## config.mk

```make
export PLATFORM = sky130hd
export DESIGN_NAME = rrf_entry_allocate
export DESIGN_NICKNAME = d
export VERILOG_FILES = /design/src/rtl/rrf_entry_allocate_pkg.sv /design/src/rtl/rrf_entry_allocate.sv
export SDC_FILE = /design/constraint.sdc
export NUM_CORES = 1
export LEC_CHECK = 0
export CORE_UTILIZATION = 35
export DETAILED_ROUTE_END_ITERATION = 10
export PLACE_DENSITY_LB_ADDON = 0.08
export SLEW_MARGIN = 20
export SYNTH_ARGS = -nofsm -noshare
export SYNTH_HDL_FRONTEND = slang
export SYNTH_SLANG_ARGS = --single-unit
```

## constraint.sdc

```tcl
create_clock -name clk -period 4.05 [get_ports clk]
set_input_delay 1.215 -clock clk [delete_from_list [all_inputs] [get_ports clk]]
set_output_delay 1.215 -clock clk [all_outputs]
set_load 0.02 [all_outputs]
```

## src/rtl/rrf_entry_allocate_pkg.sv

```systemverilog
// Shared rename-register-file sizing and the types derived from it.
// Rename, ROB and RRF logic all import this so tag widths stay consistent.
package rrf_entry_allocate_pkg;

    localparam int unsigned RRF_NUM = 64;
    localparam int unsigned RRF_SEL = $clog2(RRF_NUM);

    typedef logic [RRF_SEL-1:0] rrf_tag_t;   // entry tag / allocation pointer
    typedef logic [RRF_SEL:0]   rrf_cnt_t;   // free count, 0..RRF_NUM inclusive
    typedef logic [RRF_SEL+1:0] rrf_sum_t;   // headroom for free + commit

    localparam rrf_cnt_t FREE_FULL = rrf_cnt_t'(RRF_NUM);
    localparam rrf_sum_t SUM_CAP   = rrf_sum_t'(RRF_NUM);
    localparam rrf_tag_t PTR_LAST  = rrf_tag_t'(RRF_NUM - 1);

endpackage

```

## src/rtl/rrf_entry_allocate.sv

```systemverilog
// RRF free-list manager: hands out one tag per dispatch from a circular
// pointer and returns entries to the pool as instructions commit.
module rrf_entry_allocate
    import rrf_entry_allocate_pkg::*;
(
    input  logic           clk,
    input  logic           reset,
    input  logic [1:0]     com_inst_num_i,
    input  logic           stall_dp_i,
    output logic           rrf_allocatable_o,
    output logic [RRF_SEL:0]   freenum_o,
    output logic [RRF_SEL-1:0] dst_rename_rrftag_o,
    output logic [RRF_SEL-1:0] rrfptr_o,
    output logic           nextrrfcyc_o
);

    rrf_cnt_t freenum_q, freenum_d;
    rrf_tag_t rrfptr_q,  rrfptr_d;
    rrf_sum_t avail;
    rrf_sum_t remain;
    logic     alloc;

    // NOTE: every signal written here gets a value before any condition,
    // so no path leaves it unassigned and no latch is inferred.
    always_comb begin
        alloc  = ~stall_dp_i;
        avail  = rrf_sum_t'(freenum_q) + rrf_sum_t'(com_inst_num_i);
        remain = '0;
        if (avail >= rrf_sum_t'(alloc)) begin
            remain = avail - rrf_sum_t'(alloc);
        end

        // Spurious commits must never push the count past capacity.
        freenum_d = (remain > SUM_CAP) ? FREE_FULL : rrf_cnt_t'(remain);

        rrfptr_d = rrfptr_q;
        if (alloc) begin
            rrfptr_d = rrfptr_q + rrf_tag_t'(1);
        end
    end

    // NOTE: state flops use non-blocking assignments so every register
    // samples its pre-edge inputs regardless of statement order.
    always_ff @(posedge clk or posedge reset) begin
        if (reset) begin
            freenum_q <= FREE_FULL;
            rrfptr_q  <= '0;
        end else begin
            freenum_q <= freenum_d;
            rrfptr_q  <= rrfptr_d;
        end
    end

    // Same-cycle commits already count as free for this cycle's dispatch.
    assign rrf_allocatable_o   = (avail != '0);
    assign freenum_o           = freenum_q;
    assign rrfptr_o            = rrfptr_q;
    assign dst_rename_rrftag_o = rrfptr_q;
    assign nextrrfcyc_o        = alloc & (rrfptr_q == PTR_LAST);

endmodule

```

==> impl_results.md <==
- Worst skew pair latency: 0.27 ns
- Vias per inst: 4.95
- Worst path slowest cell: or3_4
- Clock-pin slew on the worst setup and hold paths: 0.08 ns
- Async SR Flop Fraction: 100%
- Final hold viol count: 0
- Total global routing overflow: 0
- Layout cells sized above 1: 33.6%
- WP data required: 2.83 ns
- CTS Buf Count: 3
- I/O pin count: 26
- WL per Instance: 13.1 um
- Min Clock Period, post-route: 4.10 ns
- Worst vdd ir: 449 uV
- Starting Density: 38.7%
- Vias in the first global route: 812
- Hold slack: 0.517 ns
- Most frequent cell after synthesis: dfrtp_1
- Most common cell on crit path: buf_6
- Global router's overall resource usage: 17.8%
- Non-Filler Cell Area, Final: 1380 um2
- Leading area contributor after synthesis: dfrtp_1
- # fillers: 199
- Pwr/cell area: 881 nW/um2
- CP Capture Type: output port
- Synthesized Nets: 104
- Final worst setup slack: -0.0488 ns
- CTS max path bufs: 2
- Final period util: 101%
- Hpwl dp: 1.54 mm
- CTS tree: yes
- Root buffer cell: clkbuf_4
- Critical path startpoint category: primary input
- Clock sink count: 13
- Type of the worst setup path: primary input to output port
- Main synth FF type: dfrtp_1
- Routed wire length: 2.20 mm
- Core area: 2320 um2
- Number of port buffers: 25
- Number of flops mapped to enable cells by yosys: 0
- Crit path buffers/inverters: 3
- Area contributors post-synth: dfrtp_1, xnor2_1, ha_1
- Mapped Avg Cell Area: 9.66 um2
- First-pass GRT wire length: 3.54 mm
- Final setup viols: 1
- Initial DRT Pass Iterations: 2
- H-tree Lvls: 1
- Final Total Pwr: 1.21 mW
- Failing checks: setup timing
- Status: finished, violations left
- DRT antenna net count: 0
- RSZ-0062 raised after global routing: yes
- Util after Layout: 59.4%
- Skew final: 0.00390 ns
- Worst Max-Slew Pin Slew: 0.490 ns
- Initial antenna violation count: 0
- Worst path cell trace: buf_6 -> ha_4 -> inv_2 -> fa_2 -> and2b_4 -> mux2i_1 -> nand2_1 -> or3_4 -> buf_6
- Worst Path Arrival: 2.88 ns
- Number of library cell types mapped by synthesis: 38
- Worst path max stage delay: 0.37 ns
- Synth Register Bits: 13
- Largest fanout on the critical path: 3
- Die height: 52.7 um
- GPL Wtd Cong: 0.869
- MaxCap Viol Count: 0
- Max-slew headroom: 67.3%
- Setup TNS: -0.0488 ns
- 1st-iter DRT viols: 9
- HP Class: register to register
- Ys Warns: 0
- Area post-placement: 1220 um2
- Via count: 832
- Critical path's top delay family: simple AND/OR/NAND/NOR gates
- Max Slew Vio Count: 0
- Largest net degree at the start of global routing: 14
- Site Rows: 17
- Fin nets: 152
- Antenna Cells: 0
- Achievable Freq: 244 MHz
- Synth top cells by count: dfrtp_1, nand2_1, xnor2_1
- Die Area: 2770 um2
- Seq/Total Area, Yosys: 36.4%
- Chip Width: 52.7 um
- Leak: 0.620 nW
- Top cell type's share of synthesized area: 33.4%
- DRC: 0
- Gate count of the mapped netlist: 93
- Cell area after synthesis: 898 um2
- Hold_buf cts: 0
- Syn-to-layout area delta: 53.2%
## cell families after synthesis
logic type      after synthesis  share of synthesized area (%)
xor+xnor                     11                           10.7
fa+ha+maj                     6                           9.19
mux                           4                           4.60
buf+inv                      13                           8.08
compound gates               15                           12.8
simple gates                 31                           18.2
flops                        13                           36.4
## placed cells by master (no fill, tap or decap), drive strengths merged, types with 2 or more instances in the layout
cell,count
dfrtp,12
clkdlybuf4s50,22
nor2,6
inv,6
nand2,11
xor2,2
a21oi,3
xnor2,9
buf,28
clkbuf,4
and3,3
nand3,3
mux2i,3
ha,5
## metal layers
metal	share of wire, %	routed length (um)	GRT usage, %	vias up
met3	2.8	62	5.22	2
met2	49	1080	30.8	13
li1	-	-	-	411
met5	0	0	0	-
met1	48	1050	21.9	406
met4	0.36	8	2.63	0
## state kept, by name, summed over array words and instances (netlist names)
name and count:
freenum_o 7, dst_rename_rrftag_o 6
## final timing paths
path / start / to / slack, ns / cells past startpoint
hold / removal: dst_rename_rrftag_o[5]$_DFFE_PP0N_ / dst_rename_rrftag_o[5]$_DFFE_PP0N_ / 0.52 / 1
min in group asynchronous: reset / freenum_o[2]$_DFF_PP0_ / 1.26 / 2
setup / recovery: com_inst_num_i[0] / rrf_allocatable_o / -0.05 / 9
setup reg to reg: freenum_o[0]$_DFF_PP0_ / freenum_o[5]$_DFF_PP0_ / 0.68 / 20
max in group asynchronous: reset / freenum_o[6]$_DFF_PP1_ / 2.44 / 2
hold reg to reg: dst_rename_rrftag_o[5]$_DFFE_PP0N_ / dst_rename_rrftag_o[5]$_DFFE_PP0N_ / 0.52 / 1
## power breakdown
part | total (mW) | internal (mW) | switching, mW
sequential | 0.281 | 0.192 | 0.0888
combinational | 0.853 | 0.481 | 0.372
clock | 0.0786 | 0.0381 | 0.0405
## cell type report
cell class | count | area [um2] | area share, %
clock buffer | 4 | 26.3 | 1.91
inverter | 6 | 22.5 | 1.64
multi-input combinational | 67 | 531 | 38.5
sequential | 13 | 327 | 23.7
tap | 28 | 35.0 | 2.55
timing repair buffer | 50 | 435 | 31.6
## through the flow
| step | setup WS [ns] | cells |
|---|---|---|
| finish | -0.0488 | 168 |
| global placement | -0.849 | 150 |
| floorplan | 0.0106 | 93 |
| CTS | -0.0602 | 169 |
| detailed placement | -0.919 | 150 |
| global route | -0.108 | 168 |
## what timing repair did
item                                    4_1_cts  5_1_grt
resized for setup                            22        0
buffers inserted                             15        0
endpoints found under the setup margin        1        2
pin swaps                                     8        4
(Power assumes the default switching activity.)
